==> src/rtl/wb_burst_initiator.sv <==
// Wishbone B3 burst master: accepts single/incrementing-burst commands on a
// valid/ready port, sources write data from a stream, returns per-beat read
// data (or one write status) as response pulses. cyc and stb are one signal.
module wb_burst_initiator #(
  parameter int unsigned AW      = 26,
  parameter int unsigned DW      = 32,
  parameter int unsigned LW      = 4,
  parameter int unsigned TIMEOUT = 255
) (
  input  logic            wb_clk_i,
  input  logic            wb_rst_ni,
  input  logic            cmd_valid_i,
  output logic            cmd_ready_o,
  input  logic            cmd_we_i,
  input  logic [AW-1:0]   cmd_addr_i,
  input  logic [DW/8-1:0] cmd_sel_i,
  input  logic [LW-1:0]   cmd_len_i,
  input  logic            wdat_valid_i,
  output logic            wdat_ready_o,
  input  logic [DW-1:0]   wdat_i,
  output logic            rsp_valid_o,
  output logic [DW-1:0]   rsp_data_o,
  output logic            rsp_last_o,
  output logic            rsp_err_o,
  output logic            busy_o,
  output logic            wb_cyc_o,
  output logic            wb_stb_o,
  output logic            wb_we_o,
  output logic [AW-1:0]   wb_addr_o,
  output logic [DW-1:0]   wb_dat_o,
  output logic [DW/8-1:0] wb_sel_o,
  output logic [2:0]      wb_cti_o,
  output logic [1:0]      wb_bte_o,
  input  logic [DW-1:0]   wb_dat_i,
  input  logic            wb_ack_i,
  input  logic            wb_err_i
);

  localparam int unsigned SW = DW / 8;
  localparam int unsigned TW = 16;

  localparam logic [2:0] CTI_CLASSIC = 3'b000;
  localparam logic [2:0] CTI_INC     = 3'b010;
  localparam logic [2:0] CTI_EOB     = 3'b111;

  typedef enum logic [1:0] {
    S_IDLE,
    S_WFETCH,
    S_BUS,
    S_DRAIN
  } state_e;

  state_e          state_q, state_d;
  logic            cmd_ready_q, cmd_ready_d;
  logic            busy_q, busy_d;
  logic            we_q, we_d;
  logic [AW-1:0]   addr_q, addr_d;
  logic [SW-1:0]   sel_q, sel_d;
  logic [LW-1:0]   beats_q, beats_d;
  logic [DW-1:0]   dat_q, dat_d;
  logic            cyc_q, cyc_d;
  logic [2:0]      cti_q, cti_d;
  logic [TW-1:0]   tmo_q, tmo_d;
  logic            rsp_valid_q, rsp_valid_d;
  logic [DW-1:0]   rsp_data_q, rsp_data_d;
  logic            rsp_last_q, rsp_last_d;
  logic            rsp_err_q, rsp_err_d;

  logic ack, err, timeout, final_beat;

  // Bus events only count while a cycle is open; err takes priority over ack.
  assign ack        = cyc_q & wb_ack_i & ~wb_err_i;
  assign err        = cyc_q & wb_err_i;
  assign timeout    = cyc_q & ~wb_ack_i & ~wb_err_i & (tmo_q == TW'(TIMEOUT - 1));
  assign final_beat = (beats_q == '0);

  // State and datapath registers.
  always_ff @(posedge wb_clk_i or negedge wb_rst_ni) begin
    if (!wb_rst_ni) begin
      state_q     <= S_IDLE;
      cmd_ready_q <= 1'b0;
      busy_q      <= 1'b0;
      we_q        <= 1'b0;
      addr_q      <= '0;
      sel_q       <= '0;
      beats_q     <= '0;
      dat_q       <= '0;
      cyc_q       <= 1'b0;
      cti_q       <= '0;
      tmo_q       <= '0;
      rsp_valid_q <= 1'b0;
      rsp_data_q  <= '0;
      rsp_last_q  <= 1'b0;
      rsp_err_q   <= 1'b0;
    end else begin
      state_q     <= state_d;
      cmd_ready_q <= cmd_ready_d;
      busy_q      <= busy_d;
      we_q        <= we_d;
      addr_q      <= addr_d;
      sel_q       <= sel_d;
      beats_q     <= beats_d;
      dat_q       <= dat_d;
      cyc_q       <= cyc_d;
      cti_q       <= cti_d;
      tmo_q       <= tmo_d;
      rsp_valid_q <= rsp_valid_d;
      rsp_data_q  <= rsp_data_d;
      rsp_last_q  <= rsp_last_d;
      rsp_err_q   <= rsp_err_d;
    end
  end

  // Next-state, bus sequencing and response generation.
  always_comb begin
    state_d      = state_q;
    we_d         = we_q;
    addr_d       = addr_q;
    sel_d        = sel_q;
    beats_d      = beats_q;
    dat_d        = dat_q;
    cyc_d        = cyc_q;
    cti_d        = cti_q;
    tmo_d        = tmo_q;
    rsp_valid_d  = 1'b0;
    rsp_data_d   = '0;
    rsp_last_d   = 1'b0;
    rsp_err_d    = 1'b0;
    wdat_ready_o = 1'b0;

    unique case (state_q)
      S_IDLE: begin
        if (cmd_valid_i && cmd_ready_q) begin
          we_d    = cmd_we_i;
          addr_d  = cmd_addr_i;
          sel_d   = cmd_sel_i;
          beats_d = cmd_len_i;
          if (cmd_we_i) begin
            state_d = S_WFETCH;
          end else begin
            state_d = S_BUS;
            cyc_d   = 1'b1;
            cti_d   = (cmd_len_i != '0) ? CTI_INC : CTI_CLASSIC;
            tmo_d   = '0;
          end
        end
      end

      S_WFETCH: begin
        wdat_ready_o = 1'b1;
        if (wdat_valid_i) begin
          dat_d   = wdat_i;
          state_d = S_BUS;
          cyc_d   = 1'b1;
          cti_d   = final_beat ? CTI_CLASSIC : CTI_INC;
          tmo_d   = '0;
        end
      end

      S_BUS: begin
        if (err || timeout) begin
          // Abort: report once, close the cycle, drop the remaining beats.
          cyc_d       = 1'b0;
          cti_d       = CTI_CLASSIC;
          rsp_valid_d = 1'b1;
          rsp_err_d   = 1'b1;
          rsp_last_d  = 1'b1;
          state_d     = (we_q && !final_beat) ? S_DRAIN : S_IDLE;
        end else if (ack) begin
          tmo_d   = '0;
          addr_d  = addr_q + AW'(SW);
          beats_d = beats_q - LW'(1);
          if (!we_q) begin
            rsp_valid_d = 1'b1;
            rsp_data_d  = wb_dat_i;
            rsp_last_d  = final_beat;
          end
          if (final_beat) begin
            cyc_d   = 1'b0;
            cti_d   = CTI_CLASSIC;
            state_d = S_IDLE;
            if (we_q) begin
              rsp_valid_d = 1'b1;
              rsp_last_d  = 1'b1;
            end
          end else begin
            // An earlier beat of this cycle has now acked, so the last one is end-of-burst.
            cti_d = (beats_q != LW'(1)) ? CTI_INC : CTI_EOB;
            if (we_q) begin
              wdat_ready_o = 1'b1;
              if (wdat_valid_i) begin
                dat_d = wdat_i;
              end else begin
                cyc_d   = 1'b0;
                cti_d   = CTI_CLASSIC;
                state_d = S_WFETCH;
              end
            end
          end
        end else begin
          tmo_d = tmo_q + TW'(1);
        end
      end

      S_DRAIN: begin
        wdat_ready_o = 1'b1;
        if (wdat_valid_i) begin
          beats_d = beats_q - LW'(1);
          if (beats_q == LW'(1)) begin
            state_d = S_IDLE;
          end
        end
      end

      default: state_d = S_IDLE;
    endcase

    cmd_ready_d = (state_d == S_IDLE);
    busy_d      = (state_d != S_IDLE);
  end

  assign cmd_ready_o = cmd_ready_q;
  assign busy_o      = busy_q;
  assign rsp_valid_o = rsp_valid_q;
  assign rsp_data_o  = rsp_data_q;
  assign rsp_last_o  = rsp_last_q;
  assign rsp_err_o   = rsp_err_q;
  assign wb_cyc_o    = cyc_q;
  assign wb_stb_o    = cyc_q;
  assign wb_we_o     = we_q;
  assign wb_addr_o   = addr_q;
  assign wb_dat_o    = dat_q;
  assign wb_sel_o    = sel_q;
  assign wb_cti_o    = cti_q;
  assign wb_bte_o    = 2'b00;

endmodule
==> config.mk <==
export PLATFORM = sky130hd
export DESIGN_NAME = wb_burst_initiator
export DESIGN_NICKNAME = d
export VERILOG_FILES = /design/src/rtl/wb_burst_initiator.sv
export SDC_FILE = /design/constraint.sdc
export NUM_CORES = 1
export LEC_CHECK = 0
export BUFFER_PORTS_ARGS = -buffer_cell sky130_fd_sc_hd__clkbuf_2
export CAP_MARGIN = 20
export CORE_MARGIN = 1.5
export CORE_UTILIZATION = 54
export DETAILED_ROUTE_END_ITERATION = 7
export GPL_ROUTABILITY_DRIVEN = 1
export PLACE_DENSITY_LB_ADDON = 0.2
export SLEW_MARGIN = 20
export SYNTH_ARGS = -nofsm -noshare
export SYNTH_HDL_FRONTEND = slang
export SYNTH_SLANG_ARGS = --single-unit
==> constraint.sdc <==
create_clock -name wb_clk_i -period 3.35 [get_ports wb_clk_i]
set_input_delay 0.67 -clock wb_clk_i [delete_from_list [all_inputs] [get_ports wb_clk_i]]
set_output_delay 0.67 -clock wb_clk_i [all_outputs]
set_load 0.1 [all_outputs]
== Word level (Yosys, flattened, before mapping) ==
Cells that the tools add are included.

* Input bits: 105
* Word-level logic and storage cells: 141
* Bits in registers: 126
* Output and inout port bits: 108

* Reductions and logical operators: 21
* $add $sub $neg: 3
* Multiplexer cells: 77
* Equal/unequal tests: 17
* Bitwise logic cells: 8

{| class="wikitable"
|+ Operator list
! cell !! count
|-
| $mux W32 || 9
|-
| $mux W16 || 5
|-
| $mux W26 || 3
|-
| $pmux W32 S2 || 1
|-
| $pmux W26 S2 || 1
|-
| $pmux W16 S3 || 1
|-
| $mux W3 || 9
|-
| $add A26 B3 Y26 const B || 1
|-
| $mux W1 || 26
|-
| $mux W2 || 13
|-
| $reduce_and A5 Y1 || 4
|-
| $add A16 B1 Y16 const B || 1
|-
| $eq A16 B8 Y1 const B || 1
|-
| $mux W4 || 4
|-
| $ne A2 B2 Y1 const B || 8
|-
| $pmux W4 S3 || 1
|-
| $pmux W3 S3 || 1
|-
| $ne A4 B4 Y1 const B || 2
|-
| $pmux W2 S4 || 1
|-
| $reduce_and A7 Y1 || 1
|-
| $and A1 B1 Y1 || 6
|-
| $reduce_bool A2 Y1 || 3
|-
| $reduce_bool A3 Y1 || 2
|-
| $eq A2 B2 Y1 const B || 2
|-
| other kinds (17) || 20
|}

== Longest topological paths before layout ==
* Depth in word-level cells: 8
* Mapped depth: 9

== Worst setup path after synthesis ==
Ideal clock, no wire load.

* Path kind: flip-flop to output port
* Start: register cyc_q (netlist: wb_cyc_o)
* End: output port wdat_ready_o
* Cell stages (with the launch flop): 5
* Buffers on the path: 1
* Path slack: -0.339 ns
* Data arrival time: 3.019 ns
* Cell sequence: dfrtp_1 -> and3b_1 -> buf_4 -> nand3_1 -> a21oi_1

* Cells in the longest elaborated chain, start to end: 6
* Elaborated cells between the ends (all ways): 10

{| class="wikitable"
|+ Ends and longest elaborated chain
! element !! line !! source
|-
| from (decl) || 61 || <nowiki>logic cyc_q, cyc_d;</nowiki>
|-
| from (signal assigned) || 104 || <nowiki>cyc_q <= cyc_d;</nowiki>
|-
| $and A1 B1 Y1 (3 in a row) || 74 || <nowiki>assign timeout = cyc_q & ~wb_ack_i & ~wb_err_i & (tmo_q == TW'(TIMEOUT - 1));</nowiki>
|-
| $logic_or A1 B1 Y1 || 161 || <nowiki>if (err || timeout) begin</nowiki>
|-
| $mux W1 * || 161 ||
|-
| $pmux W1 S2 * || 131 || <nowiki>unique case (state_q)</nowiki>
|-
| to (decl) || 19 || <nowiki>output logic wdat_ready_o,</nowiki>
|}

Mark *: on every way between the ends. The rest lies on a longest branch, timed or not.

== Worst setup path after layout ==
* Start: register beats_q[0]
* End: output port wdat_ready_o

* Cells in the longest elaborated chain, start to end: 5

{| class="wikitable"
|+ Ends and longest elaborated chain
! element !! line !! source
|-
| from (decl) || 59 || <nowiki>logic [LW-1:0] beats_q, beats_d;</nowiki>
|-
| from (signal assigned) || 102 || <nowiki>beats_q <= beats_d;</nowiki>
|-
| $logic_not A4 Y1 || 75 || <nowiki>assign final_beat = (beats_q == '0);</nowiki>
|-
| $mux W1 || 178 || <nowiki>if (final_beat) begin</nowiki>
|-
| $mux W1 || 169 || <nowiki>end else if (ack) begin</nowiki>
|-
| $mux W1 || 161 ||
|-
| $pmux W1 S2 || 131 ||
|}

Every way passes these cells.

==> load_flow_metrics.sql <==
INSERT INTO impl_metrics (metric_group, metric, value, unit) VALUES
('logic_synthesis', 'synth.ff_latch_count', '125', ''),
('grt', 'vias_in_the_first_global_route', '4993', ''),
('critical_path', 'timing.critical_path.slowest_stage_cell', 'sky130_fd_sc_hd__clkbuf_2', ''),
('grt', 'overflow', '0', ''),
('sta', 'tns', '0', 'ns'),
('layout', 'multi_input_comb_area', '2700', 'sq um'),
('critical_path', 'critical_path_required', '2.68', 'ns'),
('layout', 'number_of_filler_cells_placed_in_the_layout', '843', ''),
('routing', 'ant_nets', '0', ''),
('sta', 'final-setup-viol-count', '0', ''),
('grt', 'grt_use_total', '25.5', '%'),
('die', 'placement_rows', '38', ''),
('clock_tree', 'cts-root-buf', 'sky130_fd_sc_hd__clkbuf_8', ''),
('sta', 'timing.final.max_slew_violations', '0', ''),
('logic_synthesis', 'asyncSetResetFlopFracSynth', '100', '%'),
('sta', 'clock_skew', '0.00763', 'ns'),
('logic_synthesis', 'part_of_the_yosys_area_used_for_sequential_elements', '52.2', '%'),
('clock_tree', 'clock_sinks', '125', ''),
('critical_path', 'timing.reg2reg.worst_path_depth', '7', ''),
('critical_path', 'endpoint_kind', 'output pin', ''),
('layout', 'most_frequent_standard_cell_in_the_layout_excluding_fill_and_tap_cells', 'sky130_fd_sc_hd__clkbuf_2', ''),
('routing', 'viasPerCell', '5.61', ''),
('sta', 'max_freq', '321', 'MHz'),
('die', 'starting_utilization_of_the_core_area', '55.3', '%'),
('layout', 'antennaDiodeCount', '0', ''),
('min_path', 'hp-class', 'in -> async', ''),
('logic_synthesis', 'number_of_enable_type_register_cells_in_the_synthesized_netlist', '0', ''),
('logic_synthesis', 'synth.top_cell.area_share', '52.2', '%'),
('layout', 'finish.net_count', '877', ''),
('clock_tree', 'tritoncts', 'built', ''),
('place', 'gp_congestion', '0.875', ''),
('die', 'core_region_area', '10800', 'sq um'),
('sta', 'final_hold_viol_count', '0', ''),
('clock_tree', 'cts_made_buffers', '17', ''),
('clock_tree', 'clockBufferDepth', '2', ''),
('run_status', 'outcome', 'finished clean', ''),
('routing', 'post-route-drc-count', '0', ''),
('routing', 'drt_iter0_drc', '290', ''),
('sta', 'maxSlewHeadroom', '42.4', '%'),
('routing', 'num_vias', '5137', ''),
('critical_path', 'worstPathMaxFanout', '7', ''),
('flow_run', 'max_cap_viols', '0', ''),
('place', 'dpl.hpwl', '10.4', 'mm'),
('critical_path', 'crit_chain', 'inv_1 -> ha_1 -> nor3b_2 -> nor2_1 -> nand3_1 -> a21oi_2 -> clkbuf_2', ''),
('logic_synthesis', 'yosys.area.top_type', 'sky130_fd_sc_hd__dfrtp_1', ''),
('layout', 'drive_above_1_share', '39.9', '%'),
('logic_synthesis', 'synthCells', '552', ''),
('die', 'floorplan.io_pins', '213', ''),
('clock_tree', 'cts-resized-gates', '0', ''),
('place', 'dpl_worst_slack', '0.556', 'ns'),
('place', 'buffer_ports.inserted', '210', ''),
('critical_path', 'startpoint_type', 'register', ''),
('clock_tree', 'worstSkewPairLatency', '0.52', 'ns'),
('sta', 'timing.final.ws_setup', '0.235', 'ns'),
('sta', 'timing_worst_slew_pin_value', '0.865', 'ns'),
('logic_synthesis', 'yosysWarningCount', '0', ''),
('sta', 'min_period', '3.12', 'ns'),
('grt', 'grt_first_pass_wirelength', '23.1', 'mm'),
('logic_synthesis', 'netlist_top_cells_area', 'sky130_fd_sc_hd__dfrtp_1 (52%), sky130_fd_sc_hd__mux2_2 (7.3%), sky130_fd_sc_hd__and2_1 (3.5%), sky130_fd_sc_hd__o21ai_0 (3.1%), sky130_fd_sc_hd__nand2_1 (2.7%)', ''),
('logic_synthesis', 'yosys_most_used_dff', 'sky130_fd_sc_hd__dfrtp_1', ''),
('die', 'die_x', '108', 'microns'),
('grt', 'number_of_antenna_violations_at_the_first_check_in_global_routing', '0', ''),
('logic_synthesis', 'ys_types', '65', ''),
('layout', 'register_area', '3130', 'sq um'),
('layout', 'layout.cells.most_common_list', 'sky130_fd_sc_hd__clkbuf_2 (209), sky130_fd_sc_hd__dfrtp_1 (125), sky130_fd_sc_hd__nand2_1 (43)', ''),
('clock_tree', 'htreeDepth', '4', ''),
('routing', 'totalWireLength', '14.5', 'mm'),
('die', 'die_area', '11700', 'sq um'),
('logic_synthesis', 'postSynthAreaPerCell', '10.9', 'sq um'),
('logic_synthesis', 'syn-cell-area', '5990', 'sq um'),
('sta', 'grt_setup_unrepaired', 'no', '');
==> cell type report <==
type                            count  share of cell area [%]
Clock buffer                       20                    5.72
Inverter                           11                   0.530
Sequential cell                   125                    40.2
Tap cell                          140                    2.25
Multi-Input combinational cell    387                    34.6
Clock inverter                     12                    2.06
Timing Repair Buffer              220                    14.7
==> worst max-delay path: cells and delay by family (launching register included) <==
family | cells | cell delay, ns
DFF | 1 | 0.41
and+or+nand+nor | 3 | 0.54
adders and majority gates | 1 | 0.20
AOI/OAI and AO/OA | 1 | 0.19
buffers and inverters | 2 | 0.58
==> routing by layer <==
layer  global-route usage (%)  share of wire (%)  routed length, microns  vias to the layer above
met5                        0                  0                       0                        -
met4                     10.7                1.9                     278                        0
met3                     8.14                7.7                    1110                       27
met2                     42.9                 50                    7210                      191
met1                     30.1                 41                    5860                     2496
li1                         -                  -                       -                     2423
==> cells in the mapped netlist (all sizes together) (3+ instances only) <==
library cell,n
dfrtp,125
o21ai,50
nand2,43
mux2,39
and2,35
nor2,28
nand3,24
a22oi,18
a21oi,17
buf,17
clkbuf,13
mux2i,13
and3,12
o31ai,12
inv,11
nor3,11
ha,10
nand4,10
nor2b,5
o22ai,5
a31oi,4
a221oi,3
and4,3
nand2b,3
nand3b,3
nor4,3
==> logic make-up (layout without fill, tap and decap cells) <==
| group | after synthesis | count (layout) | synth area share, % |
|---|---|---|---|
| AOI/OAI and AO/OA | 131 | 131 | 14.8 |
| adders and majority gates | 10 | 10 | 2.09 |
| buffers and inverters | 41 | 263 | 3.26 |
| DFF | 125 | 125 | 52.2 |
| muxes | 52 | 52 | 9.50 |
| other | 1 | 2 | 0.0626 |
| and+or+nand+nor | 192 | 192 | 18.1 |
==> stage by stage <==
stage,cells,cell area (sq um),util [%]
floorplan,553,6000,-
finish,915,7790,71.8
global route,915,7790,71.8
CTS,915,7780,71.8
global placement,883,7170,66.2
detailed placement,883,7170,66.2
==> worst paths after layout <==
| path | slack (ns) | end | from |
|---|---|---|---|
| min reg2reg | 0.49 | wb_addr_o[0] | wb_addr_o[0] |
| max | 0.23 | wdat_ready_o | beats_q[0] |
| min in group wb_clk_i | 0.34 | wb_addr_o[0] | cmd_addr_i[0] |
| max in group asynchronous | 2.53 | rsp_data_o[13] | wb_rst_ni |
| max reg2reg | 0.71 | tmo_q[13] | state_q[0] |
| min | 0.11 | wb_dat_o[12] | wb_rst_ni |
==> registers in the layout (all words and copies together) (netlist names) <==
register	count
rsp_valid_o	1
beats_q	4
wb_we_o	1
state_q	2
wb_addr_o	26
rsp_err_o	1
wb_cti_o	2
cmd_ready_o	1
wb_sel_o	4
busy_o	1
tmo_q	16
wb_cyc_o	1
rsp_last_o	1
wb_dat_o	32
rsp_data_o	32
Power is not shown: default switching activity piles up to over one toggle a cycle in this logic, so the estimate is an artifact.
